--- config.mk ---
export PLATFORM = sky130hd
export DESIGN_NAME = tdm_lane_router
export DESIGN_NICKNAME = d
export VERILOG_FILES = /design/src/rtl/tdm_lane_pkg.sv /design/src/rtl/tdm_route_table.sv /design/src/rtl/tdm_lane_router.sv
export SDC_FILE = /design/constraint.sdc
export NUM_CORES = 1
export LEC_CHECK = 0
export BUFFER_PORTS_ARGS = -buffer_cell sky130_fd_sc_hd__clkbuf_2
export CAP_MARGIN = 0
export CORE_MARGIN = 2
export CORE_UTILIZATION = 45
export CTS_CLUSTER_SIZE = 14
export DETAILED_ROUTE_END_ITERATION = 6
export GPL_ROUTABILITY_DRIVEN = 0
export GPL_TIMING_DRIVEN = 1
export PLACE_DENSITY = 0.67
export RECOVER_POWER = 25
export SKIP_LAST_GASP = 1
export SYNTH_ARGS = -nofsm -noshare
export SYNTH_HDL_FRONTEND = slang
export SYNTH_SLANG_ARGS = --single-unit
--- constraint.sdc ---
create_clock -name clk -period 1.9 [get_ports clk]
set_input_delay 0 -clock clk [delete_from_list [all_inputs] [get_ports clk]]
set_output_delay 0 -clock clk [all_outputs]
set_load 0.02 [all_outputs]
--- src/rtl/tdm_lane_pkg.sv ---
// Shared constants, mode encoding and lane-slice helper for the TDM lane router.
`ifndef TDM_LANE_PKG_SV
`define TDM_LANE_PKG_SV

// Selects lane k (w bits wide) out of a flat lane bus.
`define TDM_LANE(bus, k, w) bus[(k)*(w) +: (w)]

package tdm_lane_pkg;

   localparam int unsigned DEF_WIDTH    = 4;
   localparam int unsigned DEF_CHANNELS = 4;

   typedef enum logic {
      MODE_MANUAL = 1'b0,
      MODE_SCAN   = 1'b1
   } mode_e;

endpackage

`endif

--- src/rtl/tdm_route_table.sv ---
// Per-source destination table: identity after reset, one write port, one async read port.
module tdm_route_table
   import tdm_lane_pkg::*;
#(
   parameter int unsigned CHANNELS = DEF_CHANNELS,
   parameter int unsigned SEL_W    = $clog2(CHANNELS)
) (
   input  logic             clk,
   input  logic             reset,
   input  logic             i_we,
   input  logic [SEL_W-1:0] i_waddr,
   input  logic [SEL_W-1:0] i_wdata,
   input  logic [SEL_W-1:0] i_raddr,
   output logic [SEL_W-1:0] o_rdata
);

   logic [SEL_W-1:0] r_route [CHANNELS];

   always_ff @(posedge clk or posedge reset) begin
      if (reset) begin
         for (int k = 0; k < CHANNELS; k++) begin
            r_route[k] <= SEL_W'(k);
         end
      end else if (i_we) begin
         r_route[i_waddr] <= i_wdata;
      end
   end

   // Read sees the pre-write value on a same-edge write.
   assign o_rdata = r_route[i_raddr];

endmodule

--- src/rtl/tdm_lane_router.sv ---
// Clocked CHANNELS x WIDTH lane router with MANUAL and SCAN modes and a 2-stage pipe.
// Optional LANE_PARITY_EN adds carried even parity with a sticky parity_err flag.
module tdm_lane_router
   import tdm_lane_pkg::*;
#(
   parameter  int unsigned WIDTH    = DEF_WIDTH,
   parameter  int unsigned CHANNELS = DEF_CHANNELS,
   parameter  int unsigned DWELL    = 1,
   localparam int unsigned SEL_W    = $clog2(CHANNELS)
) (
   input  logic                      clk,
   input  logic                      reset,
   input  logic                      enable,
   input  logic                      mode,
   input  logic [SEL_W-1:0]          src_sel,
   input  logic [SEL_W-1:0]          dst_sel,
   input  logic [CHANNELS*WIDTH-1:0] din,
   input  logic                      cfg_we,
   input  logic [SEL_W-1:0]          cfg_addr,
   input  logic [SEL_W-1:0]          cfg_dst,
   output logic [CHANNELS*WIDTH-1:0] dout,
   output logic [CHANNELS-1:0]       dout_valid,
`ifdef LANE_PARITY_EN
   input  logic                      inject_err,
   output logic                      parity_err,
`endif
   output logic [SEL_W-1:0]          slot
);

   localparam int unsigned DW_W = (DWELL > 1) ? $clog2(DWELL) : 1;

   logic                      w_scan;
   logic                      w_last;
   logic [SEL_W-1:0]          w_src_idx;
   logic [SEL_W-1:0]          w_route_rd;
   logic [SEL_W-1:0]          w_dst;
   logic [WIDTH-1:0]          w_lane;
   logic                      w_cap_valid;

   logic [SEL_W-1:0]          r_slot;
   logic [DW_W-1:0]           r_dwell;
   logic [WIDTH-1:0]          r_s1_data;
   logic [SEL_W-1:0]          r_s1_dst;
   logic                      r_s1_valid;
   logic [CHANNELS*WIDTH-1:0] r_dout;
   logic [CHANNELS-1:0]       r_dout_valid;

   tdm_route_table #(
      .CHANNELS (CHANNELS),
      .SEL_W    (SEL_W)
   ) u_route (
      .clk     (clk),
      .reset   (reset),
      .i_we    (cfg_we),
      .i_waddr (cfg_addr),
      .i_wdata (cfg_dst),
      .i_raddr (r_slot),
      .o_rdata (w_route_rd)
   );

   // Source/destination selection for the S1 capture.
   always_comb begin
      w_scan      = (mode == MODE_SCAN);
      w_last      = (r_dwell == DW_W'(DWELL - 1));
      w_src_idx   = src_sel;
      w_dst       = dst_sel;
      w_cap_valid = 1'b1;
      if (w_scan) begin
         w_src_idx   = r_slot;
         w_dst       = w_route_rd;
         w_cap_valid = w_last;
      end
      w_lane = `TDM_LANE(din, w_src_idx, WIDTH);
   end

   // Slot/dwell counters advance only while scanning; a mode change leaves them intact.
   always_ff @(posedge clk or posedge reset) begin
      if (reset) begin
         r_slot  <= '0;
         r_dwell <= '0;
      end else if (enable && w_scan) begin
         if (w_last) begin
            r_slot  <= r_slot + SEL_W'(1);
            r_dwell <= '0;
         end else begin
            r_dwell <= r_dwell + DW_W'(1);
         end
      end
   end

   // S1: capture lane, destination and valid.
   always_ff @(posedge clk or posedge reset) begin
      if (reset) begin
         r_s1_data  <= '0;
         r_s1_dst   <= '0;
         r_s1_valid <= 1'b0;
      end else if (enable) begin
         r_s1_data  <= w_lane;
         r_s1_dst   <= w_dst;
         r_s1_valid <= w_cap_valid;
      end else begin
         r_s1_valid <= 1'b0;
      end
   end

   // S2: write the destination lane and pulse its valid bit.
   always_ff @(posedge clk or posedge reset) begin
      if (reset) begin
         r_dout       <= '0;
         r_dout_valid <= '0;
      end else begin
         r_dout_valid <= '0;
         if (enable && r_s1_valid) begin
            `TDM_LANE(r_dout, r_s1_dst, WIDTH) <= r_s1_data;
            r_dout_valid[r_s1_dst]             <= 1'b1;
         end
      end
   end

   assign dout       = r_dout;
   assign dout_valid = r_dout_valid;
   assign slot       = r_slot;

`ifdef LANE_PARITY_EN
   logic r_s1_par;
   logic r_parity_err;

   always_ff @(posedge clk or posedge reset) begin
      if (reset) begin
         r_s1_par <= 1'b0;
      end else if (enable) begin
         r_s1_par <= (^w_lane) ^ inject_err;
      end
   end

   // Sticky until reset.
   always_ff @(posedge clk or posedge reset) begin
      if (reset) begin
         r_parity_err <= 1'b0;
      end else if (enable && r_s1_valid && ((^r_s1_data) != r_s1_par)) begin
         r_parity_err <= 1'b1;
      end
   end

   assign parity_err = r_parity_err;
`endif

endmodule
==> Word-level counts from Yosys, hierarchy flattened <==
Index checks and enable logic that the tools add are counted.
{ "totals": {"reg_bits": 38, "input_bits": 29, "output_inout_bits": 22, "wordCells": 45} }
{ "op_classes": {"add_sub_neg": 3, "n_lt_le_gt_ge": 5, "shift": 3, "n_mux": 15, "bitwise_logic": 3, "reduce_logical": 5} }
{ "ops": {"columns": ["op", "n"], "rows": [
  ["4-bit negation with 34-bit output", 1],
  ["4-bit by 34-bit variable shift with 16-bit output (first input constant)", 1],
  ["4-bit by 34-bit variable part select with 16-bit output", 1],
  ["16-bit bitwise mux", 1],
  ["16-bit by 5-bit variable part select with 4-bit output", 1],
  ["2-bit 2-to-1 mux", 5],
  ["8-bit bitwise mux", 1],
  ["3-bit greater-or-equal comparator (second input constant)", 2],
  ["2-bit inverter with 3-bit output", 2],
  ["2-bit binary-select mux with 2-bit select", 1],
  ["2-bit demux with 2-bit select", 1],
  ["1-bit logical AND", 4],
  ["1-bit 2-to-1 mux", 4],
  ["4-bit 2-to-1 mux", 1],
  ["2-bit by 3-bit < comparator with 1-bit output (second input constant)", 1],
  ["3-bit by 1-bit < comparator with 1-bit output (second input constant)", 1],
  ["2-bit by 1-bit adder with 2-bit output (second input constant)", 1],
  ["1-bit demux with 2-bit select", 1],
  ["2-bit by 1-bit greater-or-equal comparator with 1-bit output (second input constant)", 1],
  ["2-bit AND reduction", 1],
  ["1-bit adder (second input constant)", 1],
  ["1-bit inverter", 1]
]} }

==> Depth between registers and ports, before layout <==
{ "logic_depth": {"word_depth": 6, "ltp_mapped": 6, "depth_no_buf": 6} }

==> Modules after synthesis <==
From an unflattened synthesis, not the netlist that was laid out.
{ "hier_totals": {"hier_cells": 168, "area_unflattened_um2": 1835.5} }
{ "modules_own_cells": {"columns": ["mod", "instances", "cells_each", "area_each_um2"], "rows": [
  ["tdm_lane_router", 1, 145, 1451.4],
  ["tdm_route_table", 1, 23, 384.1]
]} }

==> Worst setup path before layout <==
OpenSTA, ideal clock, no wires.
{ "synth_path": {"kind": "flip-flop to flip-flop", "from": "register r_s1_dst[0]", "to": "register r_dout[10], in the netlist dout[10]", "setup_ns": 0.084, "arrival_time_ns": 1.473, "required_time_ns": 1.816, "setup_slack_ns": 0.343, "path_stages_with_launch": 6, "cell_sequence": "dfrtp_1 -> inv_1 -> ha_1 -> and3_1 -> nand2_1 -> o21ai_0"} }
{ "synth_between": {"elab_chain_len": 3, "elab_cells_between_ends": 4, "classes_between": "1 x add/sub; 2 x shift; 1 x mux"} }
{ "synth_lines": {"columns": ["element", "line_no", "rtl"], "rows": [
  ["start: declaration", "tdm_lane_router.sv:43", "logic [SEL_W-1:0] r_s1_dst;"],
  ["start signal: assignment", "tdm_lane_router.sv:99", "r_s1_dst <= w_dst;"],
  ["4-bit negation with 34-bit output (no line) *", null, null],
  ["4-bit by 34-bit variable part select with 16-bit output (no line) or 4-bit by 34-bit variable shift with 16-bit output (tied branches)", null, null],
  ["16-bit bitwise mux (no line) *", null, null],
  ["end signal: assignment", "tdm_lane_router.sv:109", "r_dout <= '0;"],
  ["end: declaration", "tdm_lane_router.sv:45", "logic [CHANNELS*WIDTH-1:0] r_dout;"]
]} }
Every way passes the cells marked *; elsewhere a longest branch is shown, timed or not.
A chain may end at the register's enable or synchronous reset.

==> Worst setup path in the final report <==
{ "layout_path": {"from": "register r_s1_dst[1]", "to": "register r_dout[8], in the netlist dout[8]"} }
The elaborated chain is that of the path after synthesis.

==> results.json <==
{
  "crit_chain": "inv_1 -> ha_1 -> and3_1 -> nand2_1 -> o21ai_0",
  "place_area_mm2": 0.002165,
  "clkTransAtPathRegs_ns": 0.07,
  "grt_pass1_vias": 1331,
  "portBuffers": 50,
  "setup-tns-final_ns": 0,
  "worstSetupPathType": "flop to flop",
  "syn_to_final_growth_pct": 23.28,
  "fin_crit_ns": 1.629,
  "powerDensity_mw_per_mm2": 1199,
  "cts_buffers": 5,
  "crit_path_start_kind": "flop",
  "synth-edff-count": 0,
  "slowest_delay_ns": 0.48,
  "cts_tree": "built",
  "synth-seq-cells": 37,
  "yosys-top-cells-area": "dfrtp_1 44%, dfstp_2 5.7%, mux2_2 5.5%",
  "h-tree-depth": 2,
  "dieArea_mm2": 0.004662,
  "wl_per_cell_um": 12.82,
  "num_vias": 1432,
  "path_delay_family": "adder cells",
  "cts_resized": 0,
  "final_cells": 279,
  "synthArstFlopShare_pct": 100.0,
  "maxCapViolations": 0,
  "r2r_start": "r_s1_dst[1]$_DFFE_PP0P_",
  "status": "completed",
  "yosys.area.top_type": "dfrtp_1",
  "crit_fanout": 6,
  "io_pins": 51,
  "p_leak_nw": 1.126,
  "cts_buffer_depth": 2,
  "rsz0062_at_grt": "no",
  "yosysSeqAreaShare_pct": 50.07,
  "fp.dieH_um": 68.28,
  "overflow": 0,
  "finalHoldViolations": 0,
  "antenna_found_initial": 0,
  "fmax_ghz": 0.6141,
  "placed_cells": 268,
  "cp_slowest_cell": "ha_1",
  "maxSlewViolCount": 0,
  "synth_nets": 206,
  "vias_per_cell": 5.133,
  "hpwl_mm": 2.854,
  "ys_warn_count": 0,
  "synth.most_common_cell": "dfrtp_1",
  "hold_class": "input port to flop",
  "ir_worst_vdd_v": 0.0004156,
  "ys.flop_type": "dfrtp_1",
  "cp_data_arrival_time_ns": 1.83,
  "crit_buf_inv": 1,
  "coreArea_mm2": 0.004000,
  "setup_viol": 0,
  "skew_ns": 0.005076,
  "design_area_mm2": 0.002292,
  "grt_max_degree": 38,
  "avgSynthCellArea_um2": 10.94,
  "clock_tree.root_cell": "clkbuf_8",
  "required_ns": 2.10,
  "die_w_um": 68.28,
  "slew_headroom_pct": 40.27,
  "syn-cell-area_mm2": 0.001859,
  "synth_top_area_share_pct": 44.41,
  "totalWireLength_mm": 3.576,
  "row_count": 23,
  "n_fill_cell": 346,
  "synthTopCellsByCount": "33 x dfrtp_1, 17 x nand2_1, 15 x nor2_1",
  "cp-startpoint": "r_s1_dst[1]$_DFFE_PP0P_",
  "grt_pass1_wl_mm": 5.927,
  "fin_nets": 264,
  "antenna_left": 0,
  "syn_inst": 170,
  "route.detailed.drc": 0,
  "dr.pass1.iters": 4,
  "insertion_delay_ns": 0.29,
  "synth_cell_type_count": 29,
  "min_from": "dst_sel[1]",
  "drive_gt1_share_pct": 34.93,
  "initial_core_util_pct": 46.48,
  "period_share_pct": 85.71,
  "antenna_cells": 0,
  "crit_path_end_kind": "flop",
  "grt_usage_pct": 17.39,
  "clock_sinks": 37,
  "dr.first_iter.drc_count": 73,
  "worst-slew-pin-transition_ns": 0.8960
}
[worst reg2reg max path: stages (launching register included)]
cell     delay [ns]
dfrtp_1        0.42
inv_1          0.12
ha_1           0.48
and3_1         0.30
nand2_1        0.07
o21ai_0        0.16
[metrics by stage]
step	hold WS (ns)	utilization (%)	total power, mW	setup slack [ns]
3_5_place_dp	0.1046	54.11	2.187	0.2694
5_1_grt	0.06899	57.30	2.943	0.1361
2_1_floorplan	0.03143	-	1.858	0.3431
3_3_place_gp	0.1018	54.11	2.169	0.3588
6_report	0.01542	57.30	2.749	0.2715
4_1_cts	0.005510	57.40	2.789	0.2541
[area by class of cell]
class / instances / area, um2 / share of cell area [%]
Timing Repair Buffer: 57 / 306.5 / 13.37
Inverter: 9 / 33.78 / 1.474
Multi-Input combinational cell: 118 / 857.1 / 37.39
Sequential cell: 37 / 930.9 / 40.61
Clock buffer: 7 / 96.34 / 4.203
Tap cell: 50 / 62.56 / 2.729
Clock inverter: 1 / 5.005 / 0.2183
[cells by family (layout without fill, tap and decap cells)]
group | count (synthesis) | in the layout | synth area share [%]
AO/OA/AOI/OAI | 44 | 44 | 15.54
XOR/XNOR | 2 | 2 | 0.9423
adder cells (fa/ha/maj) | 7 | 7 | 4.710
buffers and inverters | 15 | 74 | 3.835
flip-flops | 37 | 37 | 50.07
multiplexers | 14 | 14 | 8.816
AND/OR/NAND/NOR | 51 | 51 | 16.08
[cells in the final DEF, fill, tap and decap left out, types with 7 or more instances in the layout]
| cell type | synthesis | routed |
|---|---|---|
| nand2_1 | 17 | 17 |
| clkbuf_2 | 0 | 50 |
| o21ai_0 | 13 | 13 |
| mux2_2 | 9 | 9 |
| ha_1 | 7 | 7 |
| inv_1 | 9 | 9 |
| clkbuf_8 | 0 | 7 |
| dfrtp_1 | 33 | 33 |
| nor2_1 | 15 | 15 |
| a22o_1 | 8 | 8 |
[path summary, 6_finish.rpt]
check	slack (ns)	end	cells after the start
max	0.27	dout[8]$_DFFE_PP0P_	5
min	0.02	r_s1_dst[1]$_DFFE_PP0P_	3
max reg2reg	0.27	dout[8]$_DFFE_PP0P_	5
min reg2reg	0.49	dout[4]$_DFFE_PP0P_	2
max in group asynchronous	0.87	dout[5]$_DFFE_PP0P_	4
min in group asynchronous	0.49	dout_valid[0]$_DFF_PP0_	4
[per-layer routing]
layer  global-route usage [%]  vias to the layer above  wire length, um
li1                         -                      728                -
met1                    21.94                      652             1638
met2                    27.91                       46             1654
met3                    4.770                        6              219
met4                    7.500                        0               63
met5                        0                        -                0
[what timing repair did]
action,4_1_cts,5_1_grt
endpoints found under the hold margin,41,0
setup buffers,0,0
hold buffers,3,0
setup endpoints to repair,0,0
[state kept, by name, summed over array words and instances, names as in the netlist]
register,cells
slot,2
dout,16
r_s1_valid,1
u_route.r_route,8
dout_valid,4
r_s1_dst,2
r_s1_data,4
[power by group]
part | internal (mW) | switching, mW
sequential | 0.996 | 0.182
clock | 0.327 | 0.259
combinational | 0.425 | 0.559
total | 1.75 | 1.00
Power figures use the tool's default switching activity.
